**src/rtl/uart_prog_loader_pkg.sv**
```systemverilog
// Shared frame constants and state encodings for the UART program loader.
package uart_prog_loader_pkg;

    localparam logic [7:0] HDR_IMEM = 8'hA0;
    localparam logic [7:0] HDR_DMEM = 8'hA1;
    localparam logic [7:0] ACK      = 8'h06;
    localparam logic [7:0] NAK      = 8'h15;

    typedef enum logic [2:0] {
        ST_IDLE,
        ST_CNT0,
        ST_CNT1,
        ST_DATA,
        ST_FINISH
    } ld_state_t;

    typedef enum logic [1:0] {
        RX_IDLE,
        RX_START,
        RX_DATA,
        RX_STOP
    } rx_state_t;

endpackage

```
**src/rtl/uart_prog_loader_rx_byte.sv**
```systemverilog
// 8N1 byte receiver: 2-FF sync, falling-edge start detect, mid-bit sampling.
module uart_rx_byte
    import uart_prog_loader_pkg::*;
#(
    parameter int CPB = 179
) (
    input  logic       clk,
    input  logic       rst,
    input  logic       rx,
    output logic [7:0] byte_o,
    output logic       valid_o
);

    localparam int HALF = CPB / 2;

    logic [2:0]  sync;
    rx_state_t   st, st_n;
    logic [15:0] cnt, cnt_n;
    logic [2:0]  idx, idx_n;
    logic [7:0]  sh, sh_n, byte_n;
    logic        valid_n;
    logic        rx_s, fall;

    assign rx_s = sync[1];
    // Edge, not level: a line still low after a framing error is not a start.
    assign fall = sync[2] & ~sync[1];

    always_ff @(posedge clk) begin
        if (rst) begin
            sync    <= 3'b111;
            st      <= RX_IDLE;
            cnt     <= '0;
            idx     <= '0;
            sh      <= '0;
            byte_o  <= '0;
            valid_o <= 1'b0;
        end else begin
            sync    <= {sync[1:0], rx};
            st      <= st_n;
            cnt     <= cnt_n;
            idx     <= idx_n;
            sh      <= sh_n;
            byte_o  <= byte_n;
            valid_o <= valid_n;
        end
    end

    always_comb begin
        st_n    = st;
        cnt_n   = cnt;
        idx_n   = idx;
        sh_n    = sh;
        byte_n  = byte_o;
        valid_n = 1'b0;
        unique case (st)
            RX_IDLE: begin
                if (fall) begin
                    st_n  = RX_START;
                    cnt_n = '0;
                end
            end
            RX_START: begin
                if (cnt == 16'(HALF - 1)) begin
                    cnt_n = '0;
                    idx_n = '0;
                    st_n  = rx_s ? RX_IDLE : RX_DATA;
                end else begin
                    cnt_n = cnt + 16'd1;
                end
            end
            RX_DATA: begin
                if (cnt == 16'(CPB - 1)) begin
                    cnt_n = '0;
                    sh_n  = {rx_s, sh[7:1]};
                    if (idx == 3'd7) st_n = RX_STOP;
                    else idx_n = idx + 3'd1;
                end else begin
                    cnt_n = cnt + 16'd1;
                end
            end
            RX_STOP: begin
                if (cnt == 16'(CPB - 1)) begin
                    st_n = RX_IDLE;
                    if (rx_s) begin
                        valid_n = 1'b1;
                        byte_n  = sh;
                    end
                end else begin
                    cnt_n = cnt + 16'd1;
                end
            end
            default: st_n = RX_IDLE;
        endcase
    end

endmodule

```
**src/rtl/uart_prog_loader.sv**
```systemverilog
// Serial program loader: framed image in, word writes out on upg_*, ACK/NAK back.
module uart_prog_loader
    import uart_prog_loader_pkg::*;
#(
    parameter int CLK_HZ    = 23_000_000,
    parameter int BAUD      = 128_000,
    parameter int MAX_WORDS = 16384
) (
    input  logic        clk,
    input  logic        rst,
    input  logic        rx,
    output logic        upg_wen_o,
    output logic [14:0] upg_adr_o,
    output logic [31:0] upg_dat_o,
    output logic        upg_done_o,
    output logic        tx
);

    localparam int CPB = CLK_HZ / BAUD;
    localparam int TMO = 1024 * CPB;

    logic [7:0]  rb;
    logic        bv;
    ld_state_t   st, st_n;
    logic        tgt, tgt_n;
    logic [15:0] cnt, cnt_n;
    logic [13:0] widx, widx_n;
    logic [1:0]  bidx, bidx_n;
    logic [23:0] word, word_n;
    logic        wen_n, done_n;
    logic [14:0] adr_n;
    logic [31:0] dat_n;
    logic [31:0] tmo, tmo_n;
    logic        tmo_hit;
    logic        tx_req;
    logic [7:0]  tx_byte;
    logic [9:0]  tx_sh;
    logic [3:0]  tx_bits;
    logic [15:0] tx_cnt;

    uart_rx_byte #(.CPB(CPB)) u_rx (
        .clk    (clk),
        .rst    (rst),
        .rx     (rx),
        .byte_o (rb),
        .valid_o(bv)
    );

    always_ff @(posedge clk) begin
        if (rst) begin
            st         <= ST_IDLE;
            tgt        <= 1'b0;
            cnt        <= '0;
            widx       <= '0;
            bidx       <= '0;
            word       <= '0;
            tmo        <= '0;
            upg_wen_o  <= 1'b0;
            upg_adr_o  <= '0;
            upg_dat_o  <= '0;
            upg_done_o <= 1'b0;
        end else begin
            st         <= st_n;
            tgt        <= tgt_n;
            cnt        <= cnt_n;
            widx       <= widx_n;
            bidx       <= bidx_n;
            word       <= word_n;
            tmo        <= tmo_n;
            upg_wen_o  <= wen_n;
            upg_adr_o  <= adr_n;
            upg_dat_o  <= dat_n;
            upg_done_o <= done_n;
        end
    end

    always_comb begin
        st_n    = st;
        tgt_n   = tgt;
        cnt_n   = cnt;
        widx_n  = widx;
        bidx_n  = bidx;
        word_n  = word;
        wen_n   = 1'b0;
        adr_n   = upg_adr_o;
        dat_n   = upg_dat_o;
        done_n  = upg_done_o;
        tx_req  = 1'b0;
        tx_byte = ACK;
        tmo_hit = (tmo == 32'(TMO - 1));
        unique case (st)
            ST_IDLE: begin
                if (bv) begin
                    if (rb == HDR_IMEM || rb == HDR_DMEM) begin
                        tgt_n = (rb == HDR_DMEM);
                        st_n  = ST_CNT0;
                    end else begin
                        tx_req  = 1'b1;
                        tx_byte = NAK;
                    end
                end
            end
            ST_CNT0: begin
                if (bv) begin
                    cnt_n  = {8'h00, rb};
                    done_n = 1'b0;
                    st_n   = ST_CNT1;
                end else if (tmo_hit) begin
                    tx_req  = 1'b1;
                    tx_byte = NAK;
                    st_n    = ST_IDLE;
                end
            end
            ST_CNT1: begin
                if (bv) begin
                    cnt_n  = {rb, cnt[7:0]};
                    widx_n = '0;
                    bidx_n = '0;
                    if (cnt_n == 16'd0 || cnt_n > 16'(MAX_WORDS)) begin
                        tx_req  = 1'b1;
                        tx_byte = NAK;
                        st_n    = ST_IDLE;
                    end else begin
                        st_n = ST_DATA;
                    end
                end else if (tmo_hit) begin
                    tx_req  = 1'b1;
                    tx_byte = NAK;
                    st_n    = ST_IDLE;
                end
            end
            ST_DATA: begin
                // A byte arriving on the expiry cycle is still accepted.
                if (bv) begin
                    word_n = {rb, word[23:8]};
                    bidx_n = bidx + 2'd1;
                    if (bidx == 2'd3) begin
                        wen_n  = 1'b1;
                        adr_n  = {tgt, widx};
                        dat_n  = {rb, word};
                        widx_n = widx + 14'd1;
                        if ({2'b00, widx} + 16'd1 == cnt) st_n = ST_FINISH;
                    end
                end else if (tmo_hit) begin
                    tx_req  = 1'b1;
                    tx_byte = NAK;
                    st_n    = ST_IDLE;
                end
            end
            ST_FINISH: begin
                done_n = 1'b1;
                tx_req = 1'b1;
                st_n   = ST_IDLE;
            end
            default: st_n = ST_IDLE;
        endcase
        tmo_n = '0;
        if (!bv && st_n inside {ST_CNT0, ST_CNT1, ST_DATA}) tmo_n = tmo + 32'd1;
    end

    // Responses requested while a byte is still shifting out are dropped.
    always_ff @(posedge clk) begin
        if (rst) begin
            tx_sh   <= '1;
            tx_bits <= '0;
            tx_cnt  <= '0;
        end else if (tx_bits == 4'd0) begin
            if (tx_req) begin
                tx_sh   <= {1'b1, tx_byte, 1'b0};
                tx_bits <= 4'd10;
                tx_cnt  <= '0;
            end
        end else if (tx_cnt == 16'(CPB - 1)) begin
            tx_cnt  <= '0;
            tx_sh   <= {1'b1, tx_sh[9:1]};
            tx_bits <= tx_bits - 4'd1;
        end else begin
            tx_cnt <= tx_cnt + 16'd1;
        end
    end

    assign tx = tx_sh[0];

endmodule
```
**config.mk**
```make
export PLATFORM = sky130hd
export DESIGN_NAME = uart_prog_loader
export DESIGN_NICKNAME = d
export VERILOG_FILES = /design/src/rtl/uart_prog_loader_pkg.sv /design/src/rtl/uart_prog_loader_rx_byte.sv /design/src/rtl/uart_prog_loader.sv
export SDC_FILE = /design/constraint.sdc
export NUM_CORES = 1
export LEC_CHECK = 0
export CAP_MARGIN = 20
export CELL_PAD_IN_SITES_DETAIL_PLACEMENT = 1
export CELL_PAD_IN_SITES_GLOBAL_PLACEMENT = 1
export CORE_ASPECT_RATIO = 1.4
export CORE_MARGIN = 10
export CORE_UTILIZATION = 40
export CTS_CLUSTER_SIZE = 30
export DETAILED_ROUTE_END_ITERATION = 6
export PLACE_DENSITY = 0.81
export SLEW_MARGIN = 20
export SYNTH_ARGS = -nofsm -noshare
export SYNTH_HDL_FRONTEND = slang
export SYNTH_SLANG_ARGS = --single-unit
```
**constraint.sdc**
```tcl
create_clock -name clk -period 4.15 [get_ports clk]
set_input_delay 0.83 -clock clk [delete_from_list [all_inputs] [get_ports clk]]
set_output_delay 0.83 -clock clk [all_outputs]
set_load 0.02 [all_outputs]
```
==> parameters.txt <==
Parameter                              Value

CTS
  Htree depth    1
  CTS root buf    sky130_fd_sc_hd__clkbuf_16
  Number of hold buffers added after cts    0
  Number of buffers created by CTS    23
  Clock transition at the registers of the reported paths    60 ps
  CTS Buffer Depth    3
  Clock tree from TritonCTS    built
  Number of gates resized after CTS    0
  Post-CTS setup buffer count    0
  Clock latency on the worst-skew pair    520 ps
  CTS sink cnt    211

Synth
  Cells after Synth    1174
  Most used standard cell by instance count after synthesis    sky130_fd_sc_hd__nand2_1
  Share of Yosys cell area claimed by the top area cell type    44.6%
  Count of unique library cells instantiated by Yosys    54
  Number of synthesized flops with an enable pin    0
  Seq/Total Area, Yosys    44.6%
  Prevailing post-synth register cell    sky130_fd_sc_hd__dfxtp_1
  Cell Area, Synth    0.00948 mm2
  Cell types with the highest counts after synthesis    242 x sky130_fd_sc_hd__nand2_1, 211 x sky130_fd_sc_hd__dfxtp_1, 140 x sky130_fd_sc_hd__a21oi_1, 88 x sky130_fd_sc_hd__nor2_1, 70 x sky130_fd_sc_hd__clkbuf_1
  Async S/R FF share, synth    0%
  Yosys warning count    0
  Post-synthesis average cell area    8.07 um2
  Register bit count reported by yosys    211
  Cell accounting for the most synthesized area    sky130_fd_sc_hd__dfxtp_1
  Dominant cells by area after synthesis    sky130_fd_sc_hd__dfxtp_1 45%, sky130_fd_sc_hd__nand2_1 9.6%, sky130_fd_sc_hd__a21oi_1 7.4%
  Post-Syn Nets    1188

Setup path
  WP data required    4500 ps
  Startpoint types    flop
  Chain of cells forming the critical path    buf_4 -> inv_1 -> nor4_1 -> mux2i_1 -> a31o_2 -> o21a_4 -> a2111oi_0
  Crit path largest cell delay    730 ps
  Critical path fanouts, max    32
  Crit path capture type    flop
  Slowest cell on crit path    sky130_fd_sc_hd__dfxtp_1
  Classification of the worst setup path    reg -> reg
  Worst path arrival time    3250 ps

Global route
  Global-route wire length before repair    43.7 mm
  Number of global-route vias before repair    8710
  Gr ovfl total    0
  Pin count of the biggest net entering global routing    128
  Overall global routing resource usage    16.7%
  Antenna violations before repair    0

Final layout
  # diodes    0
  Net count, final    1192
  Area Growth Syn to Fin    15.7%
  Filler cells    2826
  Layout cells sized above 1    5.69%
  Final core utilization    47.1%
  FF+latch area    0.00422 mm2
  Combined area of the multi-input logic cells    0.00484 mm2

Placed design
  Final weighted congestion in routability-driven placement    0.831
  # port buffers    52
  Half-perimeter wire length of the detailed placement result    17.2 mm
  Post-place setup slack    1260 ps

Power
  Leakage component of the power    3.46 nW
  Pwr Density    400 mW/mm2
  Total Power Consumption    4.38 mW
  Largest vdd supply drop    0.000308 V

STA
  Final critical-path share of the clock period    69.9%
  Transition time at the pin with the least slew margin    909 ps
  RSZ-0062 raised after global routing    no
  Total negative setup slack    0 ps
  Final hold violation count    0
  Final clock skew    22.6 ps
  FMAX    345 MHz
  Final Max Tran Viols    0
  Fin crit period    2900 ps
  Slew headroom    39.4%
  Final setup margin    1250 ps
  Finish-stage setup viols    0

Floorplan
  Number of top-level design ports    53
  Chip Width    150 um
  Initial standard-cell utilization of the core    40.7%
  Core region area    0.0233 mm2
  Area of the die    0.0303 mm2
  Die height    202 um
  Row count    66

Drt
  Detail-routed net length per standard cell    17.2 um
  Number of design rule violations left after detail routing    0
  Via density    5.62
  Number of nets with antenna violations after detailed routing    0
  Number of vias after detailed routing    8436
  TritonRoute pass-1 iters    4
  Detailed Route WL    25.8 mm
  Initial detailed-routing violation count    428

Min path
  Hold WC Path Type    reg -> reg

Status
  Status    finished, final reports clean

Run
  Number of max-cap violations    0
==> per-layer routing <==
layer	vias up	global-route usage, %	routed length, um
met5	-	0	0
met4	0	3.97	449
met3	29	1.83	746
met2	97	31.1	13700
met1	4166	19.8	10900
li1	4144	-	-
==> logic make-up after synthesis <==
| group | synth area share [%] |
|---|---|
| mux | 1.37 |
| simple gates | 25.6 |
| flops | 44.6 |
| compound gates | 17.2 |
| fa+ha+maj | 1.45 |
| xor+xnor | 5.36 |
| buf+inv | 4.50 |
==> worst max-delay path, delay by kind of cell, from the launching register on <==
| kind | cells | cell delay, ps |
|---|---|---|
| AND/OR/NAND/NOR | 1 | 310 |
| multiplexers | 1 | 140 |
| AO/OA/AOI/OAI | 3 | 1060 |
| flip-flops | 1 | 730 |
| buffers and inverters | 2 | 510 |
==> power breakdown <==
group / total [mW] / switching, mW / leakage [nW] / internal (mW)
sequential: 2.05 / 0.0108 / 1.70 / 2.04
combinational: 0.114 / 0.0836 / 1.36 / 0.0299
clock: 2.22 / 0.853 / 0.401 / 1.37
==> layout make-up <==
class | instances | area share, %
Timing Repair Buffer | 60 | 5.42
Sequential cell | 211 | 38.5
Clock buffer | 31 | 5.98
Inverter | 24 | 0.822
Multi-Input combinational cell | 858 | 44.1
Clock inverter | 11 | 1.62
Tap cell | 306 | 3.49
==> through the flow <==
step                hold WS [ps]  std cells  area (um2)
floorplan                    389       1174        9480
global placement             392       1459       10100
detailed placement           400       1459       10100
CTS                          415       1501       11000
global route                 421       1501       11000
finish                       411       1501       11000
==> path summary, 6_finish.rpt <==
path         slack [ps]         start  cells past startpoint           end
max                1250  u_rx.valid_o                      7       tmo[15]
min                 410  u_rx.sync[0]                      1  u_rx.sync[1]
max reg2reg        1250  u_rx.valid_o                      7       tmo[15]
min reg2reg         410  u_rx.sync[0]                      1  u_rx.sync[1]
==> cell usage in the layout (no fill, tap or decap), types with 7 or more instances in the layout <==
cell type and count:
sky130_fd_sc_hd__xnor2_1 23, sky130_fd_sc_hd__nor4_1 16, sky130_fd_sc_hd__dfxtp_1 211, sky130_fd_sc_hd__nand3_1 39, sky130_fd_sc_hd__and2_1 8, sky130_fd_sc_hd__clkdlybuf4s50_1 51, sky130_fd_sc_hd__and4_1 10, sky130_fd_sc_hd__and3_1 18
sky130_fd_sc_hd__mux2i_1 13, sky130_fd_sc_hd__a21oi_1 140, sky130_fd_sc_hd__a211oi_1 7, sky130_fd_sc_hd__xor2_1 35, sky130_fd_sc_hd__clkbuf_16 23, sky130_fd_sc_hd__nor2_1 88, sky130_fd_sc_hd__a311oi_1 12, sky130_fd_sc_hd__ha_1 11
sky130_fd_sc_hd__nor3_1 19, sky130_fd_sc_hd__a2111oi_0 31, sky130_fd_sc_hd__a31oi_1 9, sky130_fd_sc_hd__buf_4 7, sky130_fd_sc_hd__nand2_1 241, sky130_fd_sc_hd__inv_1 24, sky130_fd_sc_hd__nand4_1 30, sky130_fd_sc_hd__o21ai_0 32
==> sequential cells by signal, summed over array words and instances (netlist names), 4 cells and up, named ones only <==
signal / cells
tx_bits: 4
u_rx.sh: 8
upg_dat_o: 32
u_rx.byte_o: 8
word: 24
cnt: 16
u_rx.cnt: 16
tmo: 32
tx_cnt: 16
widx: 14
tx_sh: 9
upg_adr_o: 15
(Power assumes the default switching activity.)
